$ cat src/rtl/tick_packetizer.sv
// tick_packetizer: buffers 16-bit price ticks in a FIFO and emits fixed-size payloads as a byte stream.
// Define TICK_PKT_CSUM_EN to append an XOR checksum byte (carrying m_last) to every payload.
//
// state   | meaning
// IDLE    | no packet in flight; waits until TICKS_PER_PKT ticks are buffered
// HDR     | magic, sequence number and tick count, hdr_idx 0..4
// PAYLOAD | prices hi then lo, tick_left counts down to the final tick
// CSUM    | trailing checksum byte (checksum build only)
module tick_packetizer #(
    parameter int          TICKS_PER_PKT = 8,
    parameter int          FIFO_DEPTH    = 16,
    parameter logic [15:0] SEQ_INIT      = 16'h0000
) (
    input  logic        clk,
    input  logic        rst_n,
    input  logic [15:0] price,
    input  logic        price_valid,
    output logic [7:0]  m_data,
    output logic        m_valid,
    input  logic        m_ready,
    output logic        m_last,
    output logic [15:0] drop_cnt,
    output logic [15:0] pkt_cnt
);
    localparam int            AW        = (FIFO_DEPTH > 1) ? $clog2(FIFO_DEPTH) : 1;
    localparam int            CW        = AW + 1;
    localparam logic [CW-1:0] DEPTH_CNT = CW'(FIFO_DEPTH);
    localparam logic [CW-1:0] TPP_CNT   = CW'(TICKS_PER_PKT);
    localparam logic [7:0]    TPP_BYTE  = 8'(TICKS_PER_PKT);
    localparam logic [7:0]    TPP_LAST  = 8'(TICKS_PER_PKT - 1);
    localparam logic [7:0]    MAGIC_HI  = 8'h4D;
    localparam logic [7:0]    MAGIC_LO  = 8'h54;
    localparam logic [AW-1:0] PTR_LAST  = AW'(FIFO_DEPTH - 1);

    typedef enum logic [1:0] {
        IDLE    = 2'd0,
        HDR     = 2'd1,
        PAYLOAD = 2'd2
`ifdef TICK_PKT_CSUM_EN
        , CSUM  = 2'd3
`endif
    } state_t;

    logic [15:0]   fifo_mem [FIFO_DEPTH];
    logic [AW-1:0] wr_ptr;
    logic [AW-1:0] rd_ptr;
    logic [AW-1:0] rd_ptr_nxt;
    logic [CW-1:0] fifo_cnt;
    logic          fifo_full;
    logic          push;
    logic          pop;
    logic          accept;
    logic [15:0]   head;
    logic [15:0]   head_nxt;

    state_t        state_q;
    state_t        state_d;
    logic [2:0]    hdr_idx;
    logic [2:0]    idx_d;
    logic [7:0]    tick_left;
    logic [7:0]    left_d;
    logic          lo_sel;
    logic          lo_d;
    logic [7:0]    data_d;
    logic          valid_d;
    logic          last_d;
    logic [7:0]    hdr_next;
    logic [15:0]   seq;

    function automatic logic [AW-1:0] ptr_inc(input logic [AW-1:0] p);
        return (p == PTR_LAST) ? '0 : p + AW'(1);
    endfunction

    assign fifo_full  = (fifo_cnt == DEPTH_CNT);
    assign push       = price_valid && !fifo_full;
    assign accept     = m_valid && m_ready;
    assign rd_ptr_nxt = ptr_inc(rd_ptr);
    assign head       = fifo_mem[rd_ptr];
    assign head_nxt   = fifo_mem[rd_ptr_nxt];

    always_ff @(posedge clk) begin
        if (push) begin
            fifo_mem[wr_ptr] <= price;
        end
    end

    // A push on a full FIFO is dropped even if a pop frees a slot in the same cycle.
    always_ff @(posedge clk or negedge rst_n) begin
        if (!rst_n) begin
            wr_ptr   <= '0;
            rd_ptr   <= '0;
            fifo_cnt <= '0;
            drop_cnt <= '0;
        end else begin
            if (push) begin
                wr_ptr <= ptr_inc(wr_ptr);
            end
            if (pop) begin
                rd_ptr <= rd_ptr_nxt;
            end
            if (push && !pop) begin
                fifo_cnt <= fifo_cnt + CW'(1);
            end else if (pop && !push) begin
                fifo_cnt <= fifo_cnt - CW'(1);
            end
            if (price_valid && fifo_full && (drop_cnt != 16'hFFFF)) begin
                drop_cnt <= drop_cnt + 16'd1;
            end
        end
    end

`ifdef TICK_PKT_CSUM_EN
    logic [7:0] csum;

    always_ff @(posedge clk or negedge rst_n) begin
        if (!rst_n) begin
            csum <= '0;
        end else if ((state_q == IDLE) && (state_d == HDR)) begin
            csum <= '0;
        end else if (accept) begin
            csum <= csum ^ m_data;
        end
    end
`endif

    always_comb begin
        case (hdr_idx)
            3'd0:    hdr_next = MAGIC_LO;
            3'd1:    hdr_next = seq[15:8];
            3'd2:    hdr_next = seq[7:0];
            default: hdr_next = TPP_BYTE;
        endcase
    end

    // Outputs are registered, so each branch prepares the byte shown after the current one is taken.
    always_comb begin
        state_d = state_q;
        idx_d   = hdr_idx;
        left_d  = tick_left;
        lo_d    = lo_sel;
        data_d  = m_data;
        valid_d = m_valid;
        last_d  = m_last;
        pop     = 1'b0;
        case (state_q)
            IDLE: begin
                valid_d = 1'b0;
                last_d  = 1'b0;
                if (fifo_cnt >= TPP_CNT) begin
                    state_d = HDR;
                    idx_d   = '0;
                    valid_d = 1'b1;
                    data_d  = MAGIC_HI;
                end
            end
            HDR: begin
                if (accept) begin
                    if (hdr_idx == 3'd4) begin
                        state_d = PAYLOAD;
                        left_d  = TPP_LAST;
                        lo_d    = 1'b0;
                        data_d  = head[15:8];
                    end else begin
                        idx_d  = hdr_idx + 3'd1;
                        data_d = hdr_next;
                    end
                end
            end
            PAYLOAD: begin
                if (accept) begin
                    if (!lo_sel) begin
                        lo_d   = 1'b1;
                        data_d = head[7:0];
`ifndef TICK_PKT_CSUM_EN
                        last_d = (tick_left == 8'd0);
`endif
                    end else begin
                        pop = 1'b1;
                        if (tick_left == 8'd0) begin
`ifdef TICK_PKT_CSUM_EN
                            state_d = CSUM;
                            data_d  = csum ^ m_data;
                            last_d  = 1'b1;
`else
                            state_d = IDLE;
                            valid_d = 1'b0;
                            last_d  = 1'b0;
`endif
                        end else begin
                            left_d = tick_left - 8'd1;
                            lo_d   = 1'b0;
                            data_d = head_nxt[15:8];
                        end
                    end
                end
            end
`ifdef TICK_PKT_CSUM_EN
            CSUM: begin
                if (accept) begin
                    state_d = IDLE;
                    valid_d = 1'b0;
                    last_d  = 1'b0;
                end
            end
`endif
            default: begin
                state_d = IDLE;
                valid_d = 1'b0;
                last_d  = 1'b0;
            end
        endcase
    end

    always_ff @(posedge clk or negedge rst_n) begin
        if (!rst_n) begin
            state_q   <= IDLE;
            hdr_idx   <= '0;
            tick_left <= '0;
            lo_sel    <= 1'b0;
            m_data    <= '0;
            m_valid   <= 1'b0;
            m_last    <= 1'b0;
            seq       <= SEQ_INIT;
            pkt_cnt   <= '0;
        end else begin
            state_q   <= state_d;
            hdr_idx   <= idx_d;
            tick_left <= left_d;
            lo_sel    <= lo_d;
            m_data    <= data_d;
            m_valid   <= valid_d;
            m_last    <= last_d;
            if (accept && m_last) begin
                seq     <= seq + 16'd1;
                pkt_cnt <= pkt_cnt + 16'd1;
            end
        end
    end

endmodule

$ cat config.mk
export PLATFORM = sky130hd
export DESIGN_NAME = tick_packetizer
export DESIGN_NICKNAME = d
export VERILOG_FILES = /design/src/rtl/tick_packetizer.sv
export SDC_FILE = /design/constraint.sdc
export NUM_CORES = 1
export LEC_CHECK = 0
export ABC_AREA = 1
export BUFFER_PORTS_ARGS = -buffer_cell sky130_fd_sc_hd__buf_2
export CORE_ASPECT_RATIO = 0.5
export CORE_MARGIN = 2
export CORE_UTILIZATION = 48
export DETAILED_ROUTE_END_ITERATION = 16
export GPL_TIMING_DRIVEN = 1
export PLACE_DENSITY_LB_ADDON = 0.15
export SLEW_MARGIN = 20
export SYNTH_ARGS = -nofsm -noshare
export SYNTH_HDL_FRONTEND = slang
export SYNTH_SLANG_ARGS = --single-unit
export TNS_END_PERCENT = 30
$ cat constraint.sdc
create_clock -name clk -period 2.92 [get_ports clk]
set_input_delay 0.292 -clock clk [delete_from_list [all_inputs] [get_ports clk]]
set_output_delay 0.292 -clock clk [all_outputs]
set_load 0.01 [all_outputs]
==> summary.txt <==
Status
  • Status: completed

Detailed routing
  • DR pass1 iterations: 8
  • Via density: about 5.7
  • Drt wl/cell: approximately 20 um
  • DR iter-0 viols: roughly 1300
  • Routed wire length: 44.01 mm
  • Vias: 12502
  • DRC violations left: 0
  • Post-route ant nets: 0

Clocking
  • Worst-Skew Late Latency: between 0.5 and 0.6 ns
  • Clk slew on worst S/H paths: about 0.060 ns
  • CTS H-tree lvls: 2
  • Clk sinks: 341
  • TritonCTS clock tree: yes
  • Root buf cell: clkbuf_16
  • CTS buffer count: 34
  • Clock Tree Buf Depth: 3
  • Postcts setup bufs: 0

Yosys
  • XOR/XNOR Fraction of Synth Area: 0.02759
  • Syn Nets: around 1700
  • Post-synthesis compound-gate area fraction: 0.02535
  • Main combinational cell family by area after synthesis: simple AND/OR/NAND/NOR gates
  • Number of synthesized flops with an enable pin: roughly 260
  • Post-synth top cells: 483 x nand2_1, 388 x nand3_1, 256 x edfxtp_1
  • Yosys warning count: 0
  • Adder-cell area share of the yosys netlist: 0.01824
  • Synth area leaders: edfxtp_1 47%, dfrtp_1 13%, nand3_1 12%
  • Post-synthesis register bit count: 341
  • Count leader, synth: nand2_1
  • Cells after Synth: 1661
  • Register area share after synthesis: 0.6062
  • Post-synth top flop: edfxtp_1
  • Mux share of post-synthesis cell area: 0.0006956
  • Ys async rst share: 0.2493
  • Share of the synthesized area in the top cell type: 0.4748
  • Post-Syn Area per Cell: between 9 and 10 um2
  • Cell taking the most area after synthesis: edfxtp_1
  • Syn Std Cell Area: 16190 um2
  • Simple-Gate Fraction of Synth Area: 0.2769
  • Cell variety after synth: 43

Worst setup path
  • CP required: 3.34 ns
  • Max incr delay on CP: a little over 0.4 ns
  • Reg2reg start: state_q[0]
  • CP max-delay cell: dfrtp_1
  • CP Cell Sequence: inv_1, ha_2, nand2_1, nor2_2, inv_2, ha_1, inv_1, ha_1, a21oi_1, nor2_1, nor2_1, nand2_1, nand2_1, nor2_1, xor2_1
  • Buf+Inv Stages, Crit Path: 3
  • Crit. End Element: register
  • CP Max Fanout: 5
  • CP startpoint kind: register
  • R2R setup slack: between 0.2 and 0.3 ns
  • Reg-to-reg endpoint: fifo_cnt[4]
  • Crit. Startpoint: state_q[0]
  • R2R cell count: 15
  • Critical Path AT: about 3.1 ns
  • Delay-heaviest family, CP: adder cells
  • Crit path kind: reg -> reg

Floorplanning
  • I/O pin count: 62
  • Starting Density: 0.4890
  • Core area: 33110 um2
  • # rows: 47
  • Die area: between 30000 and 40000 um2
  • Die W: 263.7 um
  • Die Height: about 130 um

Power and ir drop
  • Pwr/cell area: about 1000 nW/um2
  • Pleak: between 7 and 8 nW
  • Maximum vdd drop: about 0.0006 V

Job
  • # Max-Cap Violations: 0

Layout
  • Fill count: 2895
  • Layout overhead on the synthesized area: 12.67%
  • Layout Nets: about 1800
  • Final Util: 0.5509
  • Share of layout cells above drive strength 1: 0.1301
  • Antenna Cells: 0

GRT
  • Number of global-route vias before repair: about 12000
  • Residual overflow from global routing: 0
  • Largest net degree at the start of global routing: about 120
  • GRT Util Overall: 0.2511
  • First-pass GRT wire length: just under 70 mm
  • Initial antenna violation count: 1

STA
  • Worst Tran Pin Value: 0.7568 ns
  • Min Hold Slack: roughly 0.14 ns
  • Tcrit/Tclk final: 0.9048
  • Slew HR: 0.4936
  • Max Slew Vio Count: 0
  • Setup TNS: 0 ns
  • FMAX: about 380 MHz
  • Endpoints failing hold: 0
  • Clock Skew: roughly 0.013 ns
  • Final Setup Violations: 0
  • Post-layout minimum cycle time: about 2.6 ns
  • RSZ-0062 raised after global routing: false

Placed design
  • Routability cong.: just under 0.9
  • DPL Wire Length: 27.27 mm
  • PortBufs: 61

Worst hold path
  • Worst hold start: price[2]
  • Hold Path Class: in -> reg
  • Hold Path Stages: 1
  • Hold Path End: fifo_mem[10][2]
==> power by group <==
group	total, mW	leakage (nW)	switching, mW	internal [mW]
combinational	7.27	3.59	5.10	2.16
clock	4.28	0.535	1.89	2.40
sequential	6.27	3.36	0.392	5.87
==> kinds of logic after synthesis <==
logic type | count (synthesis)
and+or+nand+nor | 1005
DFF | 341
buffers and inverters | 165
AOI/OAI and AO/OA | 75
xor gates and xnor gates | 51
adders and majority gates | 23
muxes | 1
==> cells in the final DEF, fill, tap and decap left out, types with 8 or more instances in the layout <==
master       n
inv_2       10
dfrtp_1     83
buf_12       8
buf_4       41
inv_1       74
xnor2_1     11
nor2_1      59
xor2_1      40
a21oi_1     29
ha_1        21
nand3_1    388
nand2_1    482
buf_2       60
clkbuf_16   36
o21ai_0     33
nor3_1      12
edfxtp_1   256
nor2_2      27
clkinv_2    10
nand4_1      9
==> per-layer routing <==
| metal | share of wire | GRT usage | vias up |
|---|---|---|---|
| met5 | 0 | 0 | - |
| met4 | 0.024 | 0.07905 | 0 |
| met3 | 0.095 | 0.04957 | 83 |
| met2 | 0.44 | 0.3889 | 550 |
| met1 | 0.44 | 0.3596 | 6062 |
| li1 | - | - | 5807 |
==> registers in the layout (all words and copies together), names as in the netlist <==
name and count:
seq 16, fifo_mem 256, fifo_cnt 5, lo_sel 1
pkt_cnt 16, rd_ptr 4, tick_left 8, hdr_idx 3
wr_ptr 4, m_valid 1, m_last 1, m_data 8
drop_cnt 16, state_q 2
==> worst max-delay path by stage <==
stage / depth (start not counted) / end
after floorplan: 15 / fifo_cnt[4]
after global placement: 15 / fifo_cnt[4]
after detailed placement: 15 / fifo_cnt[4]
after CTS: 15 / fifo_cnt[4]
after global routing: 15 / fifo_cnt[4]
final: 15 / fifo_cnt[4]
==> repair_timing <==
item                                   CTS  global route
endpoints found under the hold margin   34             0
resized for setup                        0             4
setup endpoints to repair                0             2
hold buffers                             1             0
==> area by class of cell <==
cell class,instances,area [um2],share of cell area
Clock buffer,41,943.4,0.05172
Clock inverter,19,123.9,0.006791
Inverter,87,329.1,0.01804
Multi-Input combinational cell,1155,5694,0.3122
Sequential cell,341,9819,0.5383
Tap cell,441,551.8,0.03025
Timing Repair Buffer,110,778.2,0.04267
==> through the flow <==
stage | instances | cell area, um2 | setup WS (ns) | total power, mW
after floorplan | 1661 | 16190 | 0.5591 | 11.05
after global placement | 2133 | 17160 | 0.2283 | 13.32
after detailed placement | 2133 | 17160 | 0.1356 | 13.47
after CTS | 2194 | 18240 | 0.1223 | 17.75
after global routing | 2194 | 18240 | 0.03471 | 18.80
final | 2194 | 18240 | 0.2778 | 17.82
No activity file was read; power rests on OpenSTA's default activity.
